`src/rtl/dmac_intf_param_if.sv`:
```
// AHB-Lite slave-side bus bundle for the DMA controller register file.
// The master modport drives the request side, the slave modport drives the response.
interface dmac_intf_param_if;
    logic        HSEL;
    logic        HREADY;
    logic [1:0]  HTRANS;
    logic [2:0]  HSIZE;
    logic        HWRITE;
    logic [31:0] HADDR;
    logic [31:0] HWDATA;
    logic        HREADYOUT;
    logic        HRESP;
    logic [31:0] HRDATA;

    modport master (
        output HSEL, HREADY, HTRANS, HSIZE, HWRITE, HADDR, HWDATA,
        input  HREADYOUT, HRESP, HRDATA
    );

    modport slave (
        input  HSEL, HREADY, HTRANS, HSIZE, HWRITE, HADDR, HWDATA,
        output HREADYOUT, HRESP, HRDATA
    );
endinterface

```
`src/rtl/dmac_intf_param.sv`:
```
// AHB-Lite register file for an NUM_CH-channel DMA engine: CTRL/SRC/DST/STATUS per channel, W1C INT_STAT, INT_EN, irq.
// Optional macro DMAC_ALIGN_CHECK_EN: mapped accesses that are not aligned 32-bit words take the ERROR path.
//
// state   | meaning
// ST_IDLE | zero-wait operation, OKAY responses
// ST_ERR1 | first ERROR cycle of an unmapped access (HREADYOUT=0, HRESP=1)
// ST_ERR2 | second ERROR cycle (HREADYOUT=1, HRESP=1)
module dmac_intf_param #(
    parameter logic [31:0] BASE_ADDR = 32'h4000_0000,
    parameter int          NUM_CH    = 4,
    parameter int          SIZE_W    = 10
) (
    input  logic                     HCLK,
    input  logic                     HRESET,
    dmac_intf_param_if.slave         ahb,
    output logic [NUM_CH-1:0]        ch_en,
    output logic [NUM_CH-1:0]        ch_target,
    output logic [NUM_CH*SIZE_W-1:0] ch_size,
    output logic [NUM_CH*32-1:0]     ch_sour,
    output logic [NUM_CH*32-1:0]     ch_dest,
    input  logic [NUM_CH-1:0]        ch_done,
    input  logic [NUM_CH-1:0]        ch_busy,
    output logic [NUM_CH-1:0]        ch_abort,
    output logic                     irq
);
    localparam logic [31:0] CH_SPAN  = 32'(NUM_CH * 16);
    localparam logic [6:0]  W_ISTAT  = 7'h40;
    localparam logic [6:0]  W_INTEN  = 7'h41;

    typedef enum logic [1:0] {ST_IDLE, ST_ERR1, ST_ERR2} state_t;
    state_t state_q, state_d;

    logic [NUM_CH-1:0] en_q, en_d, tgt_q, tgt_d, stat_q, stat_d, ien_q, ien_d, abort_d;
    logic [SIZE_W-1:0] size_q [NUM_CH];
    logic [SIZE_W-1:0] size_d [NUM_CH];
    logic [31:0]       src_q  [NUM_CH];
    logic [31:0]       src_d  [NUM_CH];
    logic [31:0]       dst_q  [NUM_CH];
    logic [31:0]       dst_d  [NUM_CH];

    logic        access, a_mapped, wr_q;
    logic [31:0] offset, rdata_d;
    logic [6:0]  a_word, wr_word_q;
    logic        unused_bits;

    assign access      = ahb.HSEL & ahb.HREADY & ahb.HTRANS[1] & (state_q != ST_ERR1);
    assign offset      = ahb.HADDR - BASE_ADDR;
    assign a_word      = offset[8:2];
    assign unused_bits = ^{ahb.HSIZE, ahb.HTRANS[0]};

    always_comb begin
        a_mapped = (offset < CH_SPAN) || (offset[31:3] == 29'h20);
`ifdef DMAC_ALIGN_CHECK_EN
        if (ahb.HSIZE != 3'b010 || ahb.HADDR[1:0] != 2'b00) begin
            a_mapped = 1'b0;
        end
`endif
    end

    always_comb begin
        state_d = ST_IDLE;
        if (access && !a_mapped) begin
            state_d = ST_ERR1;
        end else if (state_q == ST_ERR1) begin
            state_d = ST_ERR2;
        end
    end

    assign ahb.HREADYOUT = (state_q != ST_ERR1);
    assign ahb.HRESP     = (state_q != ST_IDLE);

    // Data-phase write; an engine done clears EN first so a same-cycle CTRL write overrides it.
    always_comb begin
        en_d    = en_q & ~ch_done;
        tgt_d   = tgt_q;
        size_d  = size_q;
        src_d   = src_q;
        dst_d   = dst_q;
        stat_d  = stat_q;
        ien_d   = ien_q;
        abort_d = '0;
        if (wr_q) begin
            for (int i = 0; i < NUM_CH; i++) begin
                if (wr_word_q[6:2] == 5'(i)) begin
                    case (wr_word_q[1:0])
                        2'd0: begin
                            en_d[i]    = ahb.HWDATA[0];
                            abort_d[i] = en_q[i] & ~ahb.HWDATA[0] & ch_busy[i];
                            if (!ch_busy[i]) begin
                                tgt_d[i]  = ahb.HWDATA[4];
                                size_d[i] = ahb.HWDATA[8 +: SIZE_W];
                            end
                        end
                        2'd1: if (!ch_busy[i]) src_d[i] = ahb.HWDATA;
                        2'd2: if (!ch_busy[i]) dst_d[i] = ahb.HWDATA;
                        default: ;
                    endcase
                end
            end
            if (wr_word_q == W_ISTAT) stat_d = stat_q & ~ahb.HWDATA[NUM_CH-1:0];
            if (wr_word_q == W_INTEN) ien_d  = ahb.HWDATA[NUM_CH-1:0];
        end
        stat_d = stat_d | ch_done;
    end

    // Reads decode the post-edge register values, which gives write-data bypass for free.
    always_comb begin
        rdata_d = '0;
        if (access && a_mapped && !ahb.HWRITE) begin
            for (int i = 0; i < NUM_CH; i++) begin
                if (a_word[6:2] == 5'(i)) begin
                    case (a_word[1:0])
                        2'd0:    rdata_d = 32'({size_d[i], 3'b000, tgt_d[i], 3'b000, en_d[i]});
                        2'd1:    rdata_d = src_d[i];
                        2'd2:    rdata_d = dst_d[i];
                        default: rdata_d = {30'd0, stat_d[i], ch_busy[i]};
                    endcase
                end
            end
            if (a_word == W_ISTAT) rdata_d = 32'(stat_d);
            if (a_word == W_INTEN) rdata_d = 32'(ien_d);
        end
    end

    always_ff @(posedge HCLK) begin
        if (HRESET) begin
            state_q    <= ST_IDLE;
            wr_q       <= 1'b0;
            wr_word_q  <= '0;
            en_q       <= '0;
            tgt_q      <= '0;
            stat_q     <= '0;
            ien_q      <= '0;
            ch_abort   <= '0;
            irq        <= 1'b0;
            ahb.HRDATA <= '0;
            for (int i = 0; i < NUM_CH; i++) begin
                size_q[i] <= '0;
                src_q[i]  <= '0;
                dst_q[i]  <= '0;
            end
        end else begin
            state_q    <= state_d;
            wr_q       <= access & a_mapped & ahb.HWRITE;
            wr_word_q  <= a_word;
            en_q       <= en_d;
            tgt_q      <= tgt_d;
            stat_q     <= stat_d;
            ien_q      <= ien_d;
            size_q     <= size_d;
            src_q      <= src_d;
            dst_q      <= dst_d;
            ch_abort   <= abort_d;
            irq        <= |(stat_q & ien_q);
            ahb.HRDATA <= rdata_d;
        end
    end

    assign ch_en     = en_q;
    assign ch_target = tgt_q;

    for (genvar g = 0; g < NUM_CH; g++) begin : g_pack
        assign ch_size[g*SIZE_W +: SIZE_W] = size_q[g];
        assign ch_sour[g*32 +: 32]         = src_q[g];
        assign ch_dest[g*32 +: 32]         = dst_q[g];
    end
endmodule
```
`src/flat_wrapper.sv`:
```
// flat-port wrapper written by rule: the top's interface ports become plain ports
module dmac_intf_param_flat 
#(
    parameter logic [31:0] BASE_ADDR = 32'h4000_0000,
    parameter int          NUM_CH    = 4,
    parameter int          SIZE_W    = 10
)
  (HCLK, HRESET, ch_en, ch_target, ch_size, ch_sour, ch_dest, ch_done, ch_busy, ch_abort, irq, ahb_HSEL, ahb_HREADY, ahb_HTRANS, ahb_HSIZE, ahb_HWRITE, ahb_HADDR, ahb_HWDATA, ahb_HREADYOUT, ahb_HRESP, ahb_HRDATA);
  dmac_intf_param_if ahb_i ();
  input  logic HCLK;
  input  logic HRESET;
  output logic [NUM_CH-1:0] ch_en;
  output logic [NUM_CH-1:0] ch_target;
  output logic [NUM_CH*SIZE_W-1:0] ch_size;
  output logic [NUM_CH*32-1:0] ch_sour;
  output logic [NUM_CH*32-1:0] ch_dest;
  input  logic [NUM_CH-1:0] ch_done;
  input  logic [NUM_CH-1:0] ch_busy;
  output logic [NUM_CH-1:0] ch_abort;
  output logic irq;
  input wire logic [$bits(ahb_i.HSEL)-1:0] ahb_HSEL;
  input wire logic [$bits(ahb_i.HREADY)-1:0] ahb_HREADY;
  input wire logic [$bits(ahb_i.HTRANS)-1:0] ahb_HTRANS;
  input wire logic [$bits(ahb_i.HSIZE)-1:0] ahb_HSIZE;
  input wire logic [$bits(ahb_i.HWRITE)-1:0] ahb_HWRITE;
  input wire logic [$bits(ahb_i.HADDR)-1:0] ahb_HADDR;
  input wire logic [$bits(ahb_i.HWDATA)-1:0] ahb_HWDATA;
  output wire logic [$bits(ahb_i.HREADYOUT)-1:0] ahb_HREADYOUT;
  output wire logic [$bits(ahb_i.HRESP)-1:0] ahb_HRESP;
  output wire logic [$bits(ahb_i.HRDATA)-1:0] ahb_HRDATA;
  assign ahb_i.HSEL = ahb_HSEL;
  assign ahb_i.HREADY = ahb_HREADY;
  assign ahb_i.HTRANS = ahb_HTRANS;
  assign ahb_i.HSIZE = ahb_HSIZE;
  assign ahb_i.HWRITE = ahb_HWRITE;
  assign ahb_i.HADDR = ahb_HADDR;
  assign ahb_i.HWDATA = ahb_HWDATA;
  assign ahb_HREADYOUT = ahb_i.HREADYOUT;
  assign ahb_HRESP = ahb_i.HRESP;
  assign ahb_HRDATA = ahb_i.HRDATA;
  dmac_intf_param #(.BASE_ADDR(BASE_ADDR), .NUM_CH(NUM_CH), .SIZE_W(SIZE_W)) u_core (.HCLK(HCLK), .HRESET(HRESET), .ahb(ahb_i), .ch_en(ch_en), .ch_target(ch_target), .ch_size(ch_size), .ch_sour(ch_sour), .ch_dest(ch_dest), .ch_done(ch_done), .ch_busy(ch_busy), .ch_abort(ch_abort), .irq(irq));
endmodule
```
`config.mk`:
```
export PLATFORM = sky130hd
export DESIGN_NAME = dmac_intf_param_flat
export DESIGN_NICKNAME = d
export VERILOG_FILES = /design/src/rtl/dmac_intf_param_if.sv /design/src/rtl/dmac_intf_param.sv /design/src/flat_wrapper.sv
export SDC_FILE = /design/constraint.sdc
export NUM_CORES = 1
export LEC_CHECK = 0
export CORE_AREA = 2 2 190 192
export DETAILED_ROUTE_END_ITERATION = 7
export DIE_AREA = 0 0 192 194
export MAX_ROUTING_LAYER = met4
export PLACE_DENSITY = 0.74
export SYNTH_ARGS = -nofsm -noshare
export SYNTH_HDL_FRONTEND = slang
export SYNTH_SLANG_ARGS = --single-unit
```
`constraint.sdc`:
```
create_clock -name HCLK -period 3.8 [get_ports HCLK]
set_input_delay 1.14 -clock HCLK [delete_from_list [all_inputs] [get_ports HCLK]]
set_output_delay 1.14 -clock HCLK [all_outputs]
set_load 0.02 [all_outputs]
```
# Word level (Yosys, flattened, before mapping)
# Index checks and enable logic that the tools add are counted.
# Widths: inputs -> output; s select.
[totals]
inputBits = 82
output_inout_bits = 343
word_cells = 169
reg_bits = 359
[classes]
n_lt_le_gt_ge = 1
reduce_logical = 19
add_sub_neg = 1
bitwise = 27
n_mux = 77
eq_ne = 17
[ops]
columns = ["cell", "count"]
rows = [
  ["$mux 32", 28],
  ["$pmux 32 s3", 4],
  ["$mux 128", 2],
  ["$mux 10", 12],
  ["$mux 40", 1],
  ["$lt 32x7->1 const B", 1],
  ["$mux 4", 8],
  ["$sub 32x31->32 const B", 1],
  ["$eq 29x6->1 const B", 1],
  ["$eq 7x7->1 const B", 4],
  ["$reduce_or 4->1", 6],
  ["$mux 1", 21],
  ["$eq 5x2->1 const B", 4],
  ["$and 1x1->1", 13],
  ["$and 4x4->4", 3],
  ["$eq 5x1->1 const B", 2],
  ["$logic_not 5->1", 2],
  ["$not 1->1", 8],
  ["$not 4->4", 2],
  ["$eq 2x1->1 const B", 3],
  ["$eq 2x2->1 const B", 2],
  ["$logic_not 2->1", 2],
  ["$or 4x4->4", 1],
  ["$reduce_or 2->1", 2],
  ["6 further kinds", 9],
]

# Logic depth before layout (Yosys ltp)
# Gate-level depths: netlist of the first run.
[depth]
word_depth = 12
ltp_mapped = 10
mapped_depth_nobuf = 9

# Least setup slack after synthesis of the first run
# No wires, ideal clock.
[synth_path]
kind = "in2reg"
from = "input ch_busy[0]"
to = "register u_core.ahb.HRDATA[0]"
arrival_time_ps = 2906
path_buffers = 1
setup_slack_ps = 768
setup_ps = 125
required_ps = 3675
cell_stages = 8
path_cell_list = "nor3b_1 nand3_1 buf_2 mux2_1 o211ai_1 o211ai_1 o31ai_1 a21oi_1"
[synth_via]
elab_chain_cells = 11
word_cells_on_any_way = 15
classes_between = "15 x mux"
[synth_lines]
columns = ["element", "line_no", "source"]
rows = [
  ["start: declaration", "flat_wrapper.sv:18", "input logic [NUM_CH-1:0] ch_busy;"],
  ["$mux 32 (on tied branches)", "dmac_intf_param.sv:95, dmac_intf_param.sv:94", ""],
  ["$mux 32", "dmac_intf_param.sv:85", "case (wr_word_q[1:0])"],
  ["$mux 32", "dmac_intf_param.sv:84", "if (wr_word_q[6:2] == 5'(i)) begin"],
  ["$mux 128", "dmac_intf_param.sv:82", "if (wr_q) begin"],
  ["$pmux 32 s3 *", "dmac_intf_param.sv:112", "case (a_word[1:0])"],
  ["$mux 32 * (4 in series)", "dmac_intf_param.sv:111", "if (a_word[6:2] == 5'(i)) begin"],
  ["$mux 4 *", "dmac_intf_param.sv:120", "if (a_word == W_ISTAT) rdata_d = 32'(stat_d);"],
  ["$mux 4 *", "dmac_intf_param.sv:121", "if (a_word == W_INTEN) rdata_d = 32'(ien_d);"],
  ["end signal: assignment", "dmac_intf_param.sv:155", "ahb.HRDATA <= rdata_d;"],
  ["end: declaration", "dmac_intf_param_if.sv:22", "output HREADYOUT, HRESP, HRDATA"],
]
# Mark *: on every way between the ends. The rest lies on a longest branch, timed or not.
# A chain may end at the register's enable or synchronous reset.

# Worst setup path after layout of the first run
[layout_path]
from = "input ch_busy[1]"
to = "register u_core.ahb.HRDATA[9]"
[layout_via]
elab_chain_cells = 8
word_cells_on_any_way = 16
classes_between = "16 x mux"
[layout_lines]
columns = ["element", "line_no", "source"]
rows = [
  ["$mux 32 (tied with other cells)", "dmac_intf_param.sv:95", "2'd2: if (!ch_busy[i]) dst_d[i] = ahb.HWDATA;"],
  ["$mux 32 / $mux 10 (equally long branches)", "dmac_intf_param.sv:85", ""],
  ["$mux 32 / $mux 10 (equally long branches)", "dmac_intf_param.sv:84", ""],
  ["$mux 128 / $mux 40 (equally long branches)", "dmac_intf_param.sv:82", ""],
  ["$pmux 32 s3 *", "dmac_intf_param.sv:112", ""],
  ["$mux 32 * (3 in series)", "dmac_intf_param.sv:111", ""],
]
# Marks and branches as above.

==> run summary, run 1 <==
Ports -> 425
Area contributors post-synth -> dfxtp_1 47%, mux2i_1 17%, nor2_1 8.1%, o22ai_1 3.8%, nand2_1 3.1%
Routed length per instance -> 23.66 microns
First-pass detailed-route iteration total -> 5
Netlist cell types -> 64
Hold Path Depth -> 2
Worst vdd ir -> 0.4793 mV
CTS Buffer Depth -> 3
Core area -> 0.03522 sq mm
Met1 Use GR -> 0.4039
Ys Warns -> 0
Final period utilization -> 0.8734
Status -> completed
RSZ-0062 raised after global routing -> false
Slew headroom -> 0.2797
Detailed Route Iter0 Violations -> 1315
Die ar. -> 0.03725 sq mm
Post-Syn Area -> 0.01528 sq mm
Worst R2R Setup Slack -> 0.76 ns
Largest area contributor in the netlist -> dfxtp_1
Critical path type -> in2reg
Chip width -> 192 microns
Syn_area_per_cell -> 8.903 sq um
CP arrival -> 3.71 ns
Setup Total Neg Slack -> 0 ns
GRT Overall Usage -> 0.3272
CTS tree -> done
GR Util met2 -> 0.5140
CTS resizes -> 0
Congestion Overflow GR -> 0
Number of setup buffers added after CTS -> 0
IO Port Bufs -> 418
Post-route ant nets -> 0
Drt drc -> 0
Mux cell area share after synthesis -> 0.1740
Most frequent cell after synthesis -> dfxtp_1
Leak pwr -> 0.008313 uW
# H-tree levels -> 2
Nets -> 2194
Layout area overhead -> 40.83%
Clock insertion delay at the later pin of the skew report -> 0.52 ns
Initial Util -> 0.4338
Chip height -> 194 microns
Worst-path clk slew -> 0.06 ns
Post-Synthesis Cells -> 1716
R2R depth -> 7
Largest family of logic cells by synthesized area -> multiplexers
Sequential-to-total area share from yosys stat -> 0.4704
Clock Skews -> 0.008377 ns
Routed vias/inst -> 5.795
Complex-gate fraction of the synthesized area -> 0.1381
GRT busiest layer -> met2
Final core utilization -> 0.6109
XOR/XNOR Fraction of Synth Area -> 0.0005733
Initial antenna violation count -> 1
CP endpoint kind -> flip-flop
Final GP Congestion -> 0.9165
Post-synth EDFFs -> 0
Flops & latches, synth -> 359
Syn Nets -> 1799
Worst hold slack -> 0.4752 ns
CTS Root Cell -> clkbuf_16
Worst slew pin tran -> 1.080 ns
Worst hold path type -> reg2reg
# hold bufs at CTS -> 0
Critical Path RT -> 4.19 ns
Post-synth top cells -> 359 x dfxtp_1, 330 x nor2_1, 260 x mux2i_1
Crit path launch type -> input port
Max Clock Freq -> 301.3 MHz
Final WS setup -> 0.4809 ns
Final setup violation count -> 0
Post-synthesis adder-cell area fraction -> 0.0008189
Vias -> 15070
Post-Route WL -> 61.52 mm
Min cycle time layout -> 3.319 ns
Final Max Tran Viols -> 0
Proportion of layout cells with a drive suffix above 1 -> 0.08606
Vias in the first global route -> 14640
Asr flop ratio synth -> 0
Met3 Track Usage GR -> 0.08688
Dpl ws -> -0.01026 ns
Fin. Hold Viols -> 0
First-pass GRT wire length -> 90.03 mm
Largest net degree at the start of global routing -> 102
TritonCTS buffer count -> 39
Crit-path max FO -> 7
Sink Count -> 359
# rows -> 69
PD cells -> 374.8 mW/mm^2
Max_cap viols -> 0
Synth Flop Type -> dfxtp_1
Dpl hpwl -> 43.89 mm
Simple-gate share of the synthesized area -> 0.1718
Synth top area share -> 0.4704
-- worst paths after layout --
check                                         start               endpoint
worst max register to register  u_core.wr_word_q[6]  u_core.ahb.HRDATA[28]
worst min register to register  u_core.ch_target[2]    u_core.ch_target[2]
worst min-delay path            u_core.ch_target[2]    u_core.ch_target[2]
worst max-delay path                     ch_busy[1]   u_core.ahb.HRDATA[9]
-- report_power, final --
group	leakage, uW	switching [uW]	internal [uW]	total, uW
clock	0.000632	1530	2320	3850
sequential	0.00289	7.61	3770	3780
combinational	0.00479	286	147	433
total	0.00831	1830	6240	8060
-- state kept, by name, summed over array words and instances (netlist names) --
name               flops
u_core.ch_dest       128
u_core.ch_size        40
u_core.wr_q            1
u_core.ch_sour       128
u_core.stat_q          4
u_core.ch_target       4
u_core.wr_word_q       7
u_core.ch_en           4
u_core.ch_abort        4
u_core.ien_q           4
u_core.state_q         2
u_core.irq             1
u_core.ahb.HRDATA     32
-- layer usage --
layer	vias up	wire length [microns]
li1	6827	-
met1	7271	24110
met2	833	28520
met3	136	6642
met4	0	2246
met5	-	0
-- cell type report --
type                            count  area [sq um]
Multi-Input combinational cell   1196          7460
Sequential cell                   359          7187
Timing Repair Buffer              509          4987
Fill cell                        3004         13710
Antenna cell                        1         2.502
Clock inverter                     10         153.9
Clock buffer                       58          1127
Tap cell                          461         576.8
Inverter                            6         22.52
-- layout by cell type, fill, tap and decap left out, types with 11 or more instances in the layout --
master / instances
nand2_1: 124
a22oi_1: 13
clkbuf_1: 11
dfxtp_1: 359
nor2b_1: 19
nor3_1: 22
a21oi_1: 94
o21ai_0: 62
a221oi_1: 11
clkbuf_16: 39
buf_4: 81
nor4_1: 11
nor2_1: 329
clkdlybuf4s50_1: 415
o22ai_1: 93
mux2i_1: 260
o21ai_1: 12
-- kinds of logic after synthesis --
| kind of cell | Yosys count |
|---|---|
| AOI/OAI and AO/OA | 343 |
| xor gates and xnor gates | 1 |
| adders and majority gates | 1 |
| buffers and inverters | 161 |
| DFF | 359 |
| muxes | 265 |
| and+or+nand+nor | 586 |
-- stage by stage --
step	power, uW	area [sq um]	std cells
2_1_floorplan	4074	15280	1716
3_3_place_gp	4280	20230	2531
3_5_place_dp	4283	20230	2531
4_1_cts	8095	21510	2599
5_1_grt	8275	21520	2600
6_report	8064	21520	2600
-- critical path: stages --
cell             delay, ns
clkdlybuf4s50_1       0.53
or3b_2                0.57
nor3_2                0.36
nor2_1                0.07
a211oi_1              0.34
nand2_1               0.11
and3_1                0.21
a2111oi_1             0.38
No activity file was read; power rests on OpenSTA's default activity.
==> inputs of run 2 (changes only) <==
Settings changed: GPL_ROUTABILITY_DRIVEN set to 0, PLACE_DENSITY 0.74 to 0.78.
==> run 2 against run 1 <==
Sequential power barely moved. Critical path depth fell by 1. Final cell count fell by 0.19%. Count of clock-buffer cells in the layout did not move. Flip-flop and latch count did not move. Register-to-register slack improved by 0.07 ns. Combinational power fell by 0.9%.
==> run summary, run 2 (synthesis gave the netlist of run 1 again) <==
Clock Skews -> 0.01304 ns
GRT Overall Usage -> 0.3214
Final Max Tran Viols -> 0
Min cycle time layout -> 3.210 ns
Max_cap viols -> 0
Placed insts -> 2525
Met2 wire len -> 27.84 mm
Final setup violation count -> 0
Vias in the first global route -> 15030
Post-Route WL -> 60.18 mm
Met1 wire length -> 23.08 mm
Crit path launch type -> input port
Length of routed met3 wiring -> 6.319 mm
CP arrival -> 3.64 ns
R2R depth -> 7
Fin. Hold Viols -> 0
Congestion Overflow GR -> 0
Worst R2R Setup Slack -> 0.83 ns
Sink Count -> 359
Drt drc -> 0
Critical-path cell list -> clkdlybuf4s50_1 > or4_4 > nand2_1 > o22ai_1 > nor3_1 > o31ai_1 > a221oi_1
CTS Buffer Depth -> 3
Status -> completed
CP endpoint kind -> flip-flop
Crit path largest cell delay -> 0.73 ns
Dpl hpwl -> 43.09 mm
Post-route ant nets -> 0
First-pass GRT wire length -> 88.99 mm
Hold Path Depth -> 2
# rows -> 69
Leak pwr -> 0.008332 uW
Chip height -> 194 microns
Layout area overhead -> 41.26%
Worst Hold Launch -> u_core.ch_sour[68]
Initial antenna violation count -> 1
Post-Layout Cell Count -> 2595
CTS Root Cell -> clkbuf_16
Switching power -> 1814 uW
Reg2reg end -> u_core.ahb.HRDATA[16]
# hold bufs at CTS -> 0
Critical Path RT -> 4.23 ns
Die ar. -> 0.03725 sq mm
PD cells -> 375.3 mW/mm^2
Clock insertion delay at the later pin of the skew report -> 0.52 ns
WHS Endpoint -> u_core.ch_sour[68]
Nets -> 2188
Most frequent cells in the layout -> 416 x clkdlybuf4s50_1, 359 x dfxtp_1, 329 x nor2_1
Sequential group share of total power -> 0.467
Initial Util -> 0.4338
Largest net degree at the start of global routing -> 179
Crit-path slowest cell -> or4_4
Worst slew pin tran -> 1.033 ns
Worst R2R Start -> u_core.wr_word_q[2]
Slew headroom -> 0.3014
Clock Power Share -> 0.481
Routed length per instance -> 23.19 microns
# H-tree levels -> 2
Ports -> 425
Setup Total Neg Slack -> 0 ns
Pwr Total -> 8100 uW
Switching share of power -> 0.2240
Combinational share of power -> 0.053
Worst-path clk slew -> 0.06 ns
Proportion of layout cells with a drive suffix above 1 -> 0.08255
Core area -> 0.03522 sq mm
Routed vias/inst -> 5.847
First-pass detailed-route iteration total -> 6
Internal -> 6285 uW
Worst hold path type -> reg2reg
Max Clock Freq -> 311.5 MHz
Vias -> 15170
Top Layer Used -> met4
RSZ-0062 raised after global routing -> false
Crit-path max FO -> 12
Detailed Route Iter0 Violations -> 1397
CTS resizes -> 0
Commonest non-fill, non-tap cell in the layout -> clkdlybuf4s50_1
IO Port Bufs -> 418
Worst vdd ir -> 0.3303 mV
Chip width -> 192 microns
Final period utilization -> 0.8448
CTS tree -> done
TritonCTS buffer count -> 39
Critical path type -> in2reg
Number of setup buffers added after CTS -> 0
[run 2: cell count changes in the layout (fill, tap and decap cells not counted), sizes merged]
cell,before,now
bufinv,4,5
buf,94,87
clkinv,6,5
diode,1,2
clkdlybuf4s50,415,416
[run 2: final cells by class]
cell class	count	area [sq um]
clock buffer	58	1117
multi-input combinational	1196	7460
timing repair buffer	503	5035
inverter	6	22.52
clock inverter	10	178.9
antenna	2	5.005
sequential	359	7187
fill	2967	13640
tap	461	576.8
[run 2: stage by stage]
stage	cell area (sq um)	utilization	hold slack [ns]	setup slack [ns]
2_1_floorplan	15280	-	0.4647	0.7685
3_3_place_gp	20280	0.5758	0.4569	0.1180
3_5_place_dp	20280	0.5758	0.4677	0.09457
4_1_cts	21580	0.6126	0.4760	0.6215
5_1_grt	21580	0.6126	0.4953	0.3734
6_report	21580	0.6127	0.4768	0.5897
[run 2: worst max-delay path: cells and delay by family]
kind                   cells  cell delay (ns)
AO/OA/AOI/OAI              3             0.54
AND/OR/NAND/NOR            3             1.39
buffers and inverters      1             0.56
[run 2: how the worst max path moves through the flow]
stage / start / end / slack [ns] / depth (start not counted)
6_report: ch_busy[2] / u_core.ahb.HRDATA[16] / 0.59 / 7
3_3_place_gp: ch_busy[2] / u_core.ahb.HRDATA[16] / 0.12 / 7
3_5_place_dp: ch_busy[2] / u_core.ahb.HRDATA[16] / 0.09 / 7
2_1_floorplan: ch_busy[0] / u_core.ahb.HRDATA[0] / 0.77 / 8
5_1_grt: ch_busy[0] / u_core.ahb.HRDATA[0] / 0.37 / 10
4_1_cts: ch_busy[2] / u_core.ahb.HRDATA[16] / 0.62 / 7
[run 2: power groups by stage]
stage / combinational (uW) / sequential [uW] / clock, uW
floorplan: 214 / 3860 / 0
global placement: 410 / 3860 / 0
detailed placement: 416 / 3860 / 0
CTS: 418 / 3780 / 3930
global route: 448 / 3780 / 4070
finish: 429 / 3780 / 3890
[run 2: metal layers]
metal	vias to the layer above	track usage
met4	0	0.1504
met1	7258	0.3896
met2	928	0.5046
li1	6806	-
met5	-	-
met3	180	0.07457
